===== src/rtl/alu_rr_sched_pkg.sv =====
// Shared definitions for the ALU round-robin scheduler: FSM encodings, widths and ALU op codes.
package alu_rr_sched_pkg;

  localparam int ALU_W   = 4;
  localparam int ALU_OPW = 2;

  typedef enum logic [1:0] {
    ST_IDLE = 2'd0,
    ST_EXEC = 2'd1,
    ST_RESP = 2'd2
  } state_t;

  // Op codes understood by the shared ALU instance
  localparam logic [ALU_OPW-1:0] OP_ADD = 2'd0;
  localparam logic [ALU_OPW-1:0] OP_SUB = 2'd1;
  localparam logic [ALU_OPW-1:0] OP_AND = 2'd2;
  localparam logic [ALU_OPW-1:0] OP_OR  = 2'd3;

endpackage


===== src/rtl/alu_rr_sched_rr_arb2.sv =====
// Two-way round-robin pick, purely combinational; the caller owns the 'last' register.
module rr_arb2 (
  input  logic req0,
  input  logic req1,
  input  logic last,
  output logic gnt_sel,
  output logic any
);

  assign any = req0 | req1;
  // On a tie the requester that did not win last time goes next
  assign gnt_sel = (req0 & req1) ? ~last : req1;

endmodule


===== src/rtl/alu_rr_sched.sv =====
// Shares one combinational ALU between two requesters: grant in IDLE, drive ALU in EXEC,
// return registered result with a done pulse in RESP (one op per three cycles).
module alu_rr_sched
  import alu_rr_sched_pkg::*;
#(
  parameter int W   = ALU_W,
  parameter int OPW = ALU_OPW
) (
  input  logic           clk,
  input  logic           reset_n,
  input  logic           req0,
  input  logic           req1,
  input  logic [OPW-1:0] op0,
  input  logic [OPW-1:0] op1,
  input  logic           l0,
  input  logic           l1,
  input  logic [W-1:0]   a0,
  input  logic [W-1:0]   a1,
  input  logic [W-1:0]   b0,
  input  logic [W-1:0]   b1,
  output logic           gnt0,
  output logic           gnt1,
  output logic           done0,
  output logic           done1,
  output logic [W-1:0]   res_r,
  output logic           res_z,
  output logic           res_c,
  output logic           res_s,
  output logic           busy,
  output logic [W-1:0]   alu_a,
  output logic [W-1:0]   alu_b,
  output logic [OPW-1:0] alu_op,
  output logic           alu_l,
  input  logic [W-1:0]   alu_r,
  input  logic           alu_z,
  input  logic           alu_c,
  input  logic           alu_s
);

  state_t state, state_nxt;
  logic   last;
  logic   gnt_sel;
  logic   any;
  logic   grant;

  rr_arb2 u_arb (
    .req0    (req0),
    .req1    (req1),
    .last    (last),
    .gnt_sel (gnt_sel),
    .any     (any)
  );

  always_ff @(posedge clk or negedge reset_n) begin
    if (!reset_n) state <= ST_IDLE;
    else          state <= state_nxt;
  end

  always_comb begin
    state_nxt = ST_IDLE;
    case (state)
      ST_IDLE: state_nxt = any ? ST_EXEC : ST_IDLE;
      ST_EXEC: state_nxt = ST_RESP;
      default: state_nxt = ST_IDLE;
    endcase
  end

  // 'last' doubles as the owner of the op in flight, so done routes back from it
  always_comb begin
    grant = 1'b0;
    gnt0  = 1'b0;
    gnt1  = 1'b0;
    done0 = 1'b0;
    done1 = 1'b0;
    busy  = 1'b0;
    case (state)
      ST_IDLE: begin
        grant = any;
        gnt0  = any & ~gnt_sel;
        gnt1  = any & gnt_sel;
      end
      ST_EXEC: busy = 1'b1;
      ST_RESP: begin
        busy  = 1'b1;
        done0 = ~last;
        done1 = last;
      end
      default: ;
    endcase
  end

  always_ff @(posedge clk or negedge reset_n) begin
    if (!reset_n) begin
      last   <= 1'b1;
      alu_a  <= '0;
      alu_b  <= '0;
      alu_op <= '0;
      alu_l  <= 1'b0;
      res_r  <= '0;
      res_z  <= 1'b0;
      res_c  <= 1'b0;
      res_s  <= 1'b0;
    end else begin
      if (grant) begin
        last   <= gnt_sel;
        alu_a  <= gnt_sel ? a1  : a0;
        alu_b  <= gnt_sel ? b1  : b0;
        alu_op <= gnt_sel ? op1 : op0;
        alu_l  <= gnt_sel ? l1  : l0;
      end
      if (state == ST_EXEC) begin
        res_r <= alu_r;
        res_z <= alu_z;
        res_c <= alu_c;
        res_s <= alu_s;
      end
    end
  end

endmodule


===== config.mk =====
export PLATFORM = sky130hd
export DESIGN_NAME = alu_rr_sched
export DESIGN_NICKNAME = d
export VERILOG_FILES = /design/src/rtl/alu_rr_sched_pkg.sv /design/src/rtl/alu_rr_sched_rr_arb2.sv /design/src/rtl/alu_rr_sched.sv
export SDC_FILE = /design/constraint.sdc
export NUM_CORES = 1
export LEC_CHECK = 0
export ABC_CLOCK_PERIOD_IN_PS = 2200
export CAP_MARGIN = 0
export CELL_PAD_IN_SITES_DETAIL_PLACEMENT = 0
export CELL_PAD_IN_SITES_GLOBAL_PLACEMENT = 1
export CORE_MARGIN = 5
export CORE_UTILIZATION = 28
export CTS_BUF_LIST = sky130_fd_sc_hd__clkbuf_2 sky130_fd_sc_hd__clkbuf_4 sky130_fd_sc_hd__clkbuf_8
export CTS_CLUSTER_SIZE = 8
export DETAILED_ROUTE_END_ITERATION = 12
export GPL_TIMING_DRIVEN = 0
export PLACE_DENSITY_LB_ADDON = 0.1
export SYNTH_ARGS = -nofsm -noshare
export SYNTH_HDL_FRONTEND = slang
export SYNTH_SLANG_ARGS = --single-unit

===== constraint.sdc =====
create_clock -name clk -period 2.2 [get_ports clk]
set_input_delay 0.66 -clock clk [delete_from_list [all_inputs] [get_ports clk]]
set_output_delay 0.66 -clock clk [all_outputs]
set_load 0.03 [all_outputs]

==> results of run 1 <==
[power groups by stage]
stage | sequential [W] | combinational, W | clock [W]
global placement | 0.000701 | 0.00142 | 0
floorplan | 0.00104 | 0.000508 | 0
finish | 0.000703 | 0.00152 | 0.000187
detailed placement | 0.000709 | 0.00143 | 0
global route | 0.000736 | 0.00164 | 0.000223
CTS | 0.000706 | 0.00147 | 0.000201
[final timing paths]
path,from,to,slack [ps]
max in group asynchronous,reset_n,res_r[0]$_DFFE_PN0N_,750
hold / removal,res_r[3]$_DFFE_PN0N_,res_r[3]$_DFFE_PN0N_,500
setup / recovery,state[0]$_DFF_PN0_,gnt0,60
hold reg to reg,res_r[3]$_DFFE_PN0N_,res_r[3]$_DFFE_PN0N_,500
setup reg to reg,state[1]$_DFF_PN0_,res_c$_DFFE_PN0N_,820
min in group asynchronous,reset_n,alu_a[2]$_DFFE_PN0P_,870
[per-stage QoR]
stage | TNS, ps | setup WS, ps | instance area, sq um
floorplan | 0 | 264 | 968
global placement | -1770 | -903 | 1580
detailed placement | -1750 | -888 | 1580
CTS | -41.9 | -41.9 | 1640
global route | -28.3 | -28.3 | 1650
finish | 0 | 63.9 | 1650
[kinds of logic after synthesis]
group,Yosys count
buf+inv,7
simple gates,37
flops,21
compound gates,16
mux,7
fa+ha+maj,4
[worst max-delay path: stages (launching register included)]
cell and delay (ps):
dfrtp_1 430, inv_2 90, ha_4 150, o21a_4 130, buf_6 120, and2_4 140
buf_6 120
[Yosys cell counts, drive strengths merged]
cell / number
nand2: 22
dfrtp: 20
a31oi: 12
nor2: 11
mux2: 7
buf: 5
ha: 4
and2: 3
inv: 2
a21bo: 1
a21boi: 1
a21oi: 1
dfstp: 1
nor2b: 1
o21a: 1
[routing by layer]
layer	routed length (um)	up-vias
met3	292	2
met4	18	0
met1	1000	410
met2	1340	34
li1	-	437
met5	0	-
[repair_timing]
| item | in CTS | in global routing |
|---|---|---|
| resized for setup | 27 | 9 |
| setup endpoints to repair | 5 | 3 |
| pin swaps | 1 | 1 |
| setup buffers | 2 | 4 |
[cell type report]
type | count | area [sq um] | share of cell area (%)
timing repair buffer | 61 | 573 | 34.8
sequential | 21 | 527 | 32.0
multi-input combinational | 64 | 423 | 25.7
tap | 46 | 57.6 | 3.49
buffer | 4 | 32.5 | 1.97
clock buffer | 3 | 22.5 | 1.37
inverter | 2 | 7.51 | 0.456
clock inverter | 1 | 5.00 | 0.304
[sequential cells by signal, indices dropped and copies added (netlist names)]
register,cells
alu_b,4
res_c,1
res_r,4
res_z,1
alu_a,4
state,2
alu_op,2
alu_l,1
last,1
res_s,1
==> results.yml, run 1 <==
worst_setup_path:
  critPathMaxFanout: 8
  worst_setup_path_start_kind: "flip-flop"
  crit_arrival_ps: 1480
  crit_required_ps: 1540
  critPathKind: "flip-flop to primary output"
  reg2reg_depth: 5
  end_kind: "primary output"
timing:
  fin_crit_sh_pct: 97.1
  worstMarginPinSlew_ps: 950
  slew_violations: 0
  holdWs_ps: 497
  rsz0062_at_grt: "true"
  setup_viol: 0
  hold_viol_final: 0
  clock.fmax_mhz: 468
  finClkSkew_ps: 5.74
  worst_slew_margin_rel_pct: 36.5
  min_period_ps: 2140
global_routing:
  grt_use_met3_pct: 5.67
  met2_usage_pct: 21.3
  antenna_found_initial: 0
  grt_max_degree: 22
  track_usage_pct: 12.3
  grt.overflow.total: 0
  top_usage_layer: "met2"
  grt_pass1_wl_mm: 4.31
  use_met1_pct: 13.2
  grt_pass1_vias: 937
yosys:
  synth_simple_gate_area_share_pct: 15.4
  ys_warn_count: 0
  synth-compound-area-share_pct: 12.0
  synth.net_count: 129
  syn_avg_cell_area_sq_um: 10.5
  synth_area_sq_um: 968
  synth.distinct_cells: 17
  yosysTopAreaCellShare_pct: 51.7
  synth_area_leaders: "dfrtp_1 (52%), nand2_1 (8.5%), mux2_1 (8.1%)"
  synth_adder_area_share_pct: 5.17
  synth_top_area_cell: "dfrtp_1"
  synthMuxAreaShare_pct: 8.14
  synth_xor_area_share_pct: 0
  ys_seq_elements: 21
  yosysSeqAreaShare_pct: 54.4
  netlist_instances: 92
  synth_top_family_by_area: "simple AND/OR/NAND/NOR gates"
final_layout:
  area_growth_pct: 70.2
  num_antenna_cells: 0
  layout_commonest_cell: "clkdlybuf4s50_1"
  instances_no_fill: 202
  nFillCells: 341
  final_layout_size_suffix_gt1_share_pct: 17.9
  layout_common_cells: "clkdlybuf4s50_1 (48), nand2_1 (22), dfrtp_1 (20)"
  final_util_pct: 49.4
  nNetsFinal: 194
detailed_routing:
  routed_wl_mm: 2.66
  antenna_left: 0
  drt_iter0_drc: 13
  drc: 0
  first_pass_iters: 3
  viasPerCell: 4.37
  wire_per_inst_um: 13.2
  num_vias: 883
run:
  drv_cap: 0
place:
  port_buffers: 55
  post-place-cells: 193
  hpwlAfterDp_mm: 1.94
  globalplace.congestion: 0.679
floorplanning:
  io_pins: 56
  start_util_pct: 29.0
  die_w_um: 68.8
  die-area_sq_um: 4730
  chipHeight_um: 68.8
  core-area_sq_um: 3340
  rows: 21
power_and_ir_drop:
  swShare_pct: 43.9
  internal-power_w: 0.00135
  ir_drop_mv: 0.485
  pwr-share-comb_pct: 63.1
  p_clk_share_pct: 7.8
  power.leakage_nw: 0.711
  power.density_nw_per_um2: 1460
  p_total_w: 0.00241
  switchingPower_w: 0.00106
  power_frac_seq_pct: 29.2
clock_network:
  cts.path.max_buffers: 2
  root_buffer: "clkbuf_4"
  path_clk_slew_ps: 110
  hold_buffers: 0
  htree_levels: 1
  cts_tree: "yes"
  cts_sinks: 21
  clk_latency_ps: 300
  cts-buffers-inserted: 3
worst_hold_path:
  min_path_cells: 1
  hold_class: "flip-flop to flip-flop"
status:
  outcome: "complete, no violations"
(Power assumes the default switching activity.)
==> inputs of run 2 (changes only) <==
--- a/config.mk
+++ b/config.mk
@@ -9,7 +9,6 @@
 export CAP_MARGIN = 0
 export CELL_PAD_IN_SITES_DETAIL_PLACEMENT = 0
 export CELL_PAD_IN_SITES_GLOBAL_PLACEMENT = 1
-export CORE_MARGIN = 5
 export CORE_UTILIZATION = 28
 export CTS_BUF_LIST = sky130_fd_sc_hd__clkbuf_2 sky130_fd_sc_hd__clkbuf_4 sky130_fd_sc_hd__clkbuf_8
 export CTS_CLUSTER_SIZE = 8
==> run 2 against run 1 <==
Utilization is 2.0 points higher. Fmax hardly changed. Register-to-register slack is essentially flat. Sequential share of layout area rose by 0.29 points. Clock-buffer cell count is the same. Worst hold slack improved by 1.0 ps. Global-route usage increased by 2.3 points. Cell area fell by 0.91%. Non-clock buffer count decreased by 2. First-iteration DRC count is 15% lower. Critical path depth unchanged. Critical path type unchanged. Critical endpoint unchanged. Largest cell class unchanged. Highest routed layer unchanged.
==> results.yml, run 2 (synthesis gave the netlist of run 1 again) <==
status:
  outcome: "complete, no violations"
place:
  pre_cts_ws_ps: -877
  port_buffers: 55
  hpwlAfterDp_mm: 1.79
  globalplace.congestion: 0.683
worst_setup_path:
  r2r_start: "state[0]$_DFF_PN0_"
  crit_start: "state[0]$_DFF_PN0_"
  crit_arrival_ps: 1480
  cpMostUsedCell: "buf_6"
  critPathMaxFanout: 4
  critPathKind: "flip-flop to primary output"
  crit_required_ps: 1540
  path_buf_inv: 3
  worstPathCellList: "inv_2 > ha_4 > o21a_4 > buf_6 > and2_1 > buf_6"
  cpPeakStageDelay_ps: 420
  rrSetupSlack_ps: 810
  cpMaxStageDelayCell: "dfrtp_1"
  path_delay_family: "flip-flops"
  worst_setup_path_start_kind: "flip-flop"
  r2r-end: "alu_b[3]$_DFFE_PN0P_"
  reg2reg_depth: 6
  end_kind: "primary output"
worst_hold_path:
  holdPathEnd: "res_r[2]$_DFFE_PN0N_"
  min_path_cells: 1
  hold_class: "flip-flop to flip-flop"
  min_from: "res_r[2]$_DFFE_PN0N_"
power_and_ir_drop:
  switchingPower_w: 0.00105
  power.density_nw_per_um2: 1460
  power.leakage_nw: 0.701
  internal-power_w: 0.00133
  power_frac_seq_pct: 29.9
  p_clk_share_pct: 7.9
  swShare_pct: 44.3
  ir_drop_mv: 0.622
  pwr-share-comb_pct: 62.3
final_layout:
  top_regs: "alu_a: 4 flops, alu_b: 4 flops, res_r: 4 flops"
  layout_common_cells: "clkdlybuf4s50_1 (48), nand2_1 (22), dfrtp_1 (20)"
  layout_commonest_cell: "clkdlybuf4s50_1"
  nFillCells: 312
  nNetsFinal: 192
  final_util_pct: 51.4
  num_antenna_cells: 0
  area_growth_pct: 68.6
  final_layout_size_suffix_gt1_share_pct: 15.6
timing:
  fin_crit_sh_pct: 97.1
  setup_viol: 0
  hold_viol_final: 0
  worst_slew_margin_rel_pct: 32.9
  slew_violations: 0
  worst_slack_ps: 63.6
  worstMarginPinSlew_ps: 1000
  holdWs_ps: 499
  clock.fmax_mhz: 468
  min_period_ps: 2140
  finClkSkew_ps: 2.44
clock_network:
  root_buffer: "clkbuf_4"
  cts_sinks: 21
  hold_buffers: 0
  cts-buffers-inserted: 3
  cts_tree: "yes"
  cts.path.max_buffers: 2
  path_clk_slew_ps: 120
  clk_latency_ps: 300
  htree_levels: 1
floorplanning:
  rows: 20
  die-area_sq_um: 3700
  core-area_sq_um: 3180
  die_w_um: 60.8
  io_pins: 56
  start_util_pct: 30.5
  chipHeight_um: 60.8
global_routing:
  track_usage_pct: 14.5
  grt_pass1_wl_mm: 3.91
  antenna_found_initial: 0
  grt_max_degree: 22
  grt.overflow.total: 0
  grt_pass1_vias: 890
detailed_routing:
  viasPerCell: 4.57
  drc: 0
  num_vias: 904
  antenna_left: 0
  wire_per_inst_um: 12.6
  first_pass_iters: 2
  routed_wl_mm: 2.50
  drt_iter0_drc: 11
run:
  drv_cap: 0
run 2: cell count changes in the layout (fill, tap and decap cells not counted):
cell	delta
and2_1	+1
and2_4	-1
buf_2	-1
buf_4	-2
clkdlybuf4s15_1	+1
run 2: worst max path at each step:
stage | depth (start not counted) | end | slack (ps)
floorplan | 3 | gnt1 | 260
global placement | 5 | gnt0 | -890
detailed placement | 5 | gnt0 | -880
CTS | 6 | gnt0 | -90
global route | 6 | gnt0 | -3
finish | 6 | gnt0 | 60
run 2: power groups by stage:
stage	Clock (W)	Sequential [W]	Combinational, W
floorplan	0	0.00104	0.000508
global placement	0	0.000702	0.00141
detailed placement	0	0.000716	0.00143
CTS	0.000196	0.000712	0.00144
global route	0.000214	0.000734	0.00159
finish	0.000187	0.000711	0.00148
run 2: metrics by stage:
stage | instance area [sq um] | power [W] | std cells | setup TNS [ps]
after global routing | 1630 | 0.00254 | 198 | -3.33
final | 1630 | 0.00238 | 198 | 0
after detailed placement | 1570 | 0.00214 | 191 | -1740
after global placement | 1570 | 0.00211 | 191 | -1730
after CTS | 1620 | 0.00235 | 197 | -91.9
after floorplan | 968 | 0.00155 | 92 | 0
run 2: repair_timing:
item	4_1_cts	5_1_grt
endpoints found under the setup margin	5	3
gates resized for setup	22	11
pin swaps	1	1
buffers inserted	2	2
run 2: layer usage:
layer / vias up / part of all wire, % / GRT usage [%]
met4: 0 / 0.60 / 4.87
met1: 440 / 42 / 16.4
met3: 2 / 6.6 / 3.84
met5: - / 0 / 0
li1: 432 / - / -
met2: 30 / 50 / 26.5
run 2: final cells by class:
| class | count | area, sq um | area share [%] |
|---|---|---|---|
| repair buffers | 59 | 563 | 34.5 |
| flip-flops and latches | 21 | 527 | 32.3 |
| well taps | 44 | 55.1 | 3.37 |
| clock inverters | 1 | 5.00 | 0.307 |
| plain buffers | 4 | 32.5 | 1.99 |
| multi-input cells | 64 | 420 | 25.7 |
| clock buffers | 3 | 22.5 | 1.38 |
| inverters | 2 | 7.51 | 0.460 |
